File: src/rtl/iir_decim_out.sv
// iir_decim_out: decimating output stage for iir_N.
// Integrates DEC = 2**LOG2DEC samples, emits the rounded and saturated mean
// through a 2-entry valid/ready FIFO, and keeps sticky overrun/saturation flags.
module iir_decim_out #(
  parameter int BITWIDTH = 32,
  parameter int LOG2DEC  = 2,
  parameter int OUTW     = 16
) (
  input  logic                clk,
  input  logic                rst,
  input  logic [BITWIDTH-1:0] x_in,
  input  logic                in_en,
  output logic [OUTW-1:0]     dout,
  output logic                dout_valid,
  input  logic                dout_ready,
  output logic                ovr_flag,
  output logic                sat_flag,
  input  logic                clr_flags
);

  localparam int DEC  = 1 << LOG2DEC;
  localparam int ACCW = BITWIDTH + LOG2DEC;   // wide enough for DEC full-scale samples
  localparam int RW   = ACCW + 1;             // headroom for the rounding offset
  localparam int CW   = (LOG2DEC > 0) ? LOG2DEC : 1;
  localparam logic [CW-1:0]        CNT_LAST = CW'(DEC - 1);
  localparam logic signed [RW-1:0] MAXV     = RW'((longint'(1) <<< (OUTW - 1)) - 1);
  localparam logic signed [RW-1:0] MINV     = RW'(-(longint'(1) <<< (OUTW - 1)));

  logic signed [ACCW-1:0] r_acc;
  logic [CW-1:0]          r_cnt;

  logic signed [ACCW-1:0] w_sum;
  logic signed [RW-1:0]   w_rnd;
  logic                   w_dump;
  logic                   w_hi;
  logic                   w_lo;
  logic                   w_clip;
  logic [OUTW-1:0]        w_res;

  // Running sum including the sample on the input this cycle.
  assign w_sum  = r_acc + ACCW'($signed(x_in));
  assign w_dump = in_en & (r_cnt == CNT_LAST);

  // Mean with round-half-up; a plain pass-through when there is no decimation.
  generate
    if (LOG2DEC == 0) begin : g_nodec
      assign w_rnd = RW'(w_sum);
    end else begin : g_dec
      assign w_rnd = (RW'(w_sum) + RW'(longint'(1) <<< (LOG2DEC - 1))) >>> LOG2DEC;
    end
  endgenerate

  assign w_hi   = (w_rnd > MAXV);
  assign w_lo   = (w_rnd < MINV);
  assign w_clip = w_hi | w_lo;
  assign w_res  = w_hi ? MAXV[OUTW-1:0] : (w_lo ? MINV[OUTW-1:0] : w_rnd[OUTW-1:0]);

  // Accumulate samples; the dump edge restarts the frame from zero.
  always_ff @(posedge clk or negedge rst) begin
    if (!rst) begin
      r_acc <= '0;
      r_cnt <= '0;
    end else if (in_en) begin
      if (w_dump) begin
        r_acc <= '0;
        r_cnt <= '0;
      end else begin
        r_acc <= w_sum;
        r_cnt <= r_cnt + CW'(1);
      end
    end
  end

  // ---------------- 2-entry output FIFO ----------------
  logic [OUTW-1:0] r_mem [2];
  logic            r_rd;
  logic            r_wr;
  logic [1:0]      r_occ;

  logic w_full;
  logic w_pop;
  logic w_push;
  logic w_drop;

  assign dout_valid = (r_occ != 2'd0);
  assign w_full     = (r_occ == 2'd2);
  assign w_pop      = dout_valid & dout_ready;
  // A pop on the same edge frees the slot, so a full FIFO still accepts.
  assign w_push     = w_dump & (~w_full | w_pop);
  assign w_drop     = w_dump & w_full & ~w_pop;
  assign dout       = dout_valid ? r_mem[r_rd] : '0;

  // FIFO storage, pointers and occupancy.
  always_ff @(posedge clk or negedge rst) begin
    if (!rst) begin
      r_mem[0] <= '0;
      r_mem[1] <= '0;
      r_rd     <= 1'b0;
      r_wr     <= 1'b0;
      r_occ    <= 2'd0;
    end else begin
      if (w_push) r_mem[r_wr] <= w_res;
      r_wr <= r_wr ^ w_push;
      r_rd <= r_rd ^ w_pop;
      case ({w_push, w_pop})
        2'b10:   r_occ <= r_occ + 2'd1;
        2'b01:   r_occ <= r_occ - 2'd1;
        default: r_occ <= r_occ;
      endcase
    end
  end

  // Sticky flags; a set on the clearing edge takes priority.
  always_ff @(posedge clk or negedge rst) begin
    if (!rst) begin
      ovr_flag <= 1'b0;
      sat_flag <= 1'b0;
    end else begin
      ovr_flag <= (ovr_flag & ~clr_flags) | w_drop;
      sat_flag <= (sat_flag & ~clr_flags) | (w_dump & w_clip);
    end
  end

endmodule
File: config.mk
export PLATFORM = sky130hd
export DESIGN_NAME = iir_decim_out
export DESIGN_NICKNAME = d
export VERILOG_FILES = /design/src/rtl/iir_decim_out.sv
export SDC_FILE = /design/constraint.sdc
export NUM_CORES = 1
export LEC_CHECK = 0
export ABC_AREA = 0
export CORE_ASPECT_RATIO = 0.6
export CORE_MARGIN = 5
export CORE_UTILIZATION = 43
export DETAILED_ROUTE_END_ITERATION = 8
export PLACE_DENSITY = 0.76
export SLEW_MARGIN = 20
export SYNTH_ARGS = -nofsm -noshare
export SYNTH_HDL_FRONTEND = slang
export SYNTH_SLANG_ARGS = --single-unit
export TNS_END_PERCENT = 5
File: constraint.sdc
create_clock -name clk -period 4.25 [get_ports clk]
set_clock_uncertainty 0.1 [all_clocks]
set_input_delay 0.85 -clock clk [delete_from_list [all_inputs] [get_ports clk]]
set_output_delay 0.85 -clock clk [all_outputs]
set_load 0.03 [all_outputs]
==> results.md <==
- Placed Area: 0.00922 sq mm
- CP Cell Sequence: buf_6 > ha_4 > inv_1 > fa_2 > nand2b_4 > a21bo_2 > buf_4 > a2111o_1 > a21oi_2 > buf_4 > buf_4 > o211ai_1 > or3_4 > or4_1 > o31ai_1 > a21oi_1 > nor4_2 > buf_4 > nand3_1 > a41oi_2
- IO Pins: 56
- WL per Instance: 19.9 um
- Status: finished, violations left
- Slew Viols, Final: 0
- Core area: about 0.015 sq mm
- Die width: between 150 and 200 um
- Worst Setup Start Kind: input pin
- WHS Endpoint: r_cnt[0]
- Initial antenna violation count: 0
- CP Data Arrival Time: 5.34 ns
- Seq/Total Area, Yosys: 0.278
- Sinks on Clock Net: 74
- Ys Warns: 0
- Most used DFF post-synth: dfrtp_1
- GR Overflow Total: 0
- R2R Path End: r_mem[27]
- Ys async rst share: 1.00
- Period utilization: 1.22
- First-pass GRT wire length: 37700 um
- Min-delay worst type: register to register
- Cell Rows: 35
- Final hold slack: 0.384 ns
- Final ANT Viol Nets: 0
- Total power: 9.71 mW
- RSZ-0062 raised after global routing: true
- F_max: 193 MHz
- Fill count: ~1200
- CTS Hold Bufs: 0
- Layout cells sized above 1: 0.345
- Total Wirelength: 25600 um
- Nets: 1159
- Final HPWL DP: approximately 18000 um
- Initial DRC Count: 1018
- Final-report hold violation count: 0
- Tot GR Track Use: 0.259
- Routed vias/inst: 6.20
- Clock slew at reported path FFs: 0.07 ns
- Vias in the first global route: ~7000
- Number of diodes: 0
- Post-synth EDFFs: 0
- Syn Area/Cell: between 8 and 9 sq um
- R2R cell count: 19
- Slew HR: 0.203
- Fin crit period: about 5.2 ns
- Worst-skew pair later-pin latency: 0.35 ns
- Critical Path Most Common Cell: buf_4
- Critical-path maximum fanout: 6
- Design Area, Final: just over 0.01 sq mm
- TritonCTS Buffers: 9
- Reg-to-Reg Start: r_acc[0]
- Setup violations, final: 33
- Initial Util: 0.436
- Max-cap violations: 0
- CTS tree: done
- Post-synth cell types: 80
- Die area: between 0.015 and 0.02 sq mm
- Setup TNS: -28.02 ns
- Synthesized instance count: 803
- Clk root buf: clkbuf_16
- Slowest CP cell: or4_1
- Lkg Pwr: 4.42 nW
- Worst Tran Pin Value: around 1.2 ns
- Drt first pass iters: 5
- Hold path start: r_cnt[0]
- Number of H-tree levels: 3
- Setup WS post-layout: -0.931 ns
- R2R Setup Slk: -0.78 ns
- Crit Path Category: input pin to register
- Max stage delay on crit path: between 0.4 and 0.5 ns
- IO buf count: 55
- Total vias in the final route: 8007
- Violated checks: negative setup slack
- Required time of the critical path: roughly 4.4 ns
- Syn nets: 879
- Power Dens Cells: 956 mW/mm^2
- Max clock buf depth: 2
- Peak supply drop: between 0.4 and 0.5 mV
- Maximum number of pins on one net before global-route repair: 75
- Die height: 106 um
- Syn-to-layout area delta: 52.6%
- Worst Setup SP: x_in[0]
- GPL Wtd Cong: 0.970
- Cell area after synthesis: 0.00665 sq mm
- Drt drc: 0
- Crit. End Element: register
- #FFs+latches synth: 74
- Hold path cells: 1
[cell families after synthesis]
kind of cell,share of synthesized area
AOI/OAI and AO/OA,0.273
buffers and inverters,0.0408
xor gates and xnor gates,0.0574
adders and majority gates,0.0745
muxes,0.0384
and+or+nand+nor,0.238
DFF,0.278
[registers in the layout (all words and copies together), names as in the netlist]
name      count
r_mem        32
sat_flag      1
r_acc        34
r_occ         2
r_rd          1
ovr_flag      1
r_wr          1
r_cnt         2
[stage by stage]
step | utilization | std cells | worst slack (ns)
2_1_floorplan | - | 803 | -0.828
3_3_place_gp | 0.605 | 1259 | -1.45
3_5_place_dp | 0.605 | 1259 | -1.55
4_1_cts | 0.628 | 1277 | -1.16
5_1_grt | 0.666 | 1291 | -1.03
6_report | 0.666 | 1291 | -0.931
[where the power goes]
part           switching (mW)  internal, mW
clock network           0.342         0.460
logic                    3.98          3.63
registers               0.262          1.03
total                    4.59          5.12
[area by class of cell]
cell class / instances / area (sq um) / share of cell area
clock buffer: 9 / 225 / 0.0222
clock inverter: 7 / 75.1 / 0.00740
inverter: 14 / 52.6 / 0.00518
multi-input combinational: 663 / 5030 / 0.496
sequential: 74 / 1850 / 0.182
tap: 203 / 254 / 0.0250
timing repair buffer: 321 / 2660 / 0.262
[Yosys cell counts (all sizes together) (9+ instances only)]
master | count | area (sq um)
inv | 13 | 48.8
xnor2 | 26 | 228
nor3 | 27 | 146
nor4 | 14 | 87.6
nor2 | 92 | 345
a21o | 12 | 90.1
nand2 | 64 | 240
buf | 9 | 57.6
or3 | 10 | 62.6
dfrtp | 74 | 1850
xor2 | 15 | 131
and2 | 9 | 56.3
mux2i | 21 | 210
a21oi | 45 | 225
a31oi | 11 | 68.8
a22o | 13 | 114
o21ai | 30 | 150
o2bb2ai | 21 | 184
clkbuf | 43 | 161
nand3 | 29 | 155
o211ai | 14 | 105
or4 | 12 | 97.6
ha | 38 | 475
nand4 | 13 | 81.3
a41oi | 24 | 210
[placed cells by master (no fill, tap or decap), types with 15 or more instances in the layout]
cell type        count
a21oi_1             42
buf_4              256
clkdlybuf4s50_1     44
dfrtp_1             74
ha_1                26
mux2i_1             21
nand2_1             63
nand3_1             24
nor2_1              91
nor3_1              24
o21ai_0             25
o2bb2ai_1           21
xnor2_1             25
xor2_1              15
[layer usage]
metal  routed length, um  vias to the layer above  track usage
met1               11900                     3830        0.423
met4                 344                        0       0.0456
li1                    -                     3627            -
met2               10000                      511        0.337
met5                   0                        -            0
met3                3300                       39       0.0661
[critical path, delay by kind of cell]
family	cells	cell delay, ns
AND/OR/NAND/NOR	5	1.64
AO/OA/AOI/OAI	7	1.50
buffers and inverters	6	0.79
adder cells (fa/ha/maj)	2	0.53
[worst max path at each step]
stage	to	cells past startpoint	slack (ns)
6_report	r_mem[27]	20	-0.93
3_3_place_gp	r_mem[11]	15	-1.45
5_1_grt	r_mem[21]	18	-1.03
4_1_cts	r_mem[26]	19	-1.16
2_1_floorplan	r_mem[10]	17	-0.83
3_5_place_dp	r_mem[16]	17	-1.55
[timing repair]
| item | CTS | global route |
|---|---|---|
| setup endpoints to repair | 33 | 33 |
| pin swaps | 3 | 42 |
| gates resized for setup | 10 | 81 |
| gates cloned | 1 | 3 |
| buffers inserted | 1 | 12 |
Note: power is estimated with default switching activity, not from simulation.
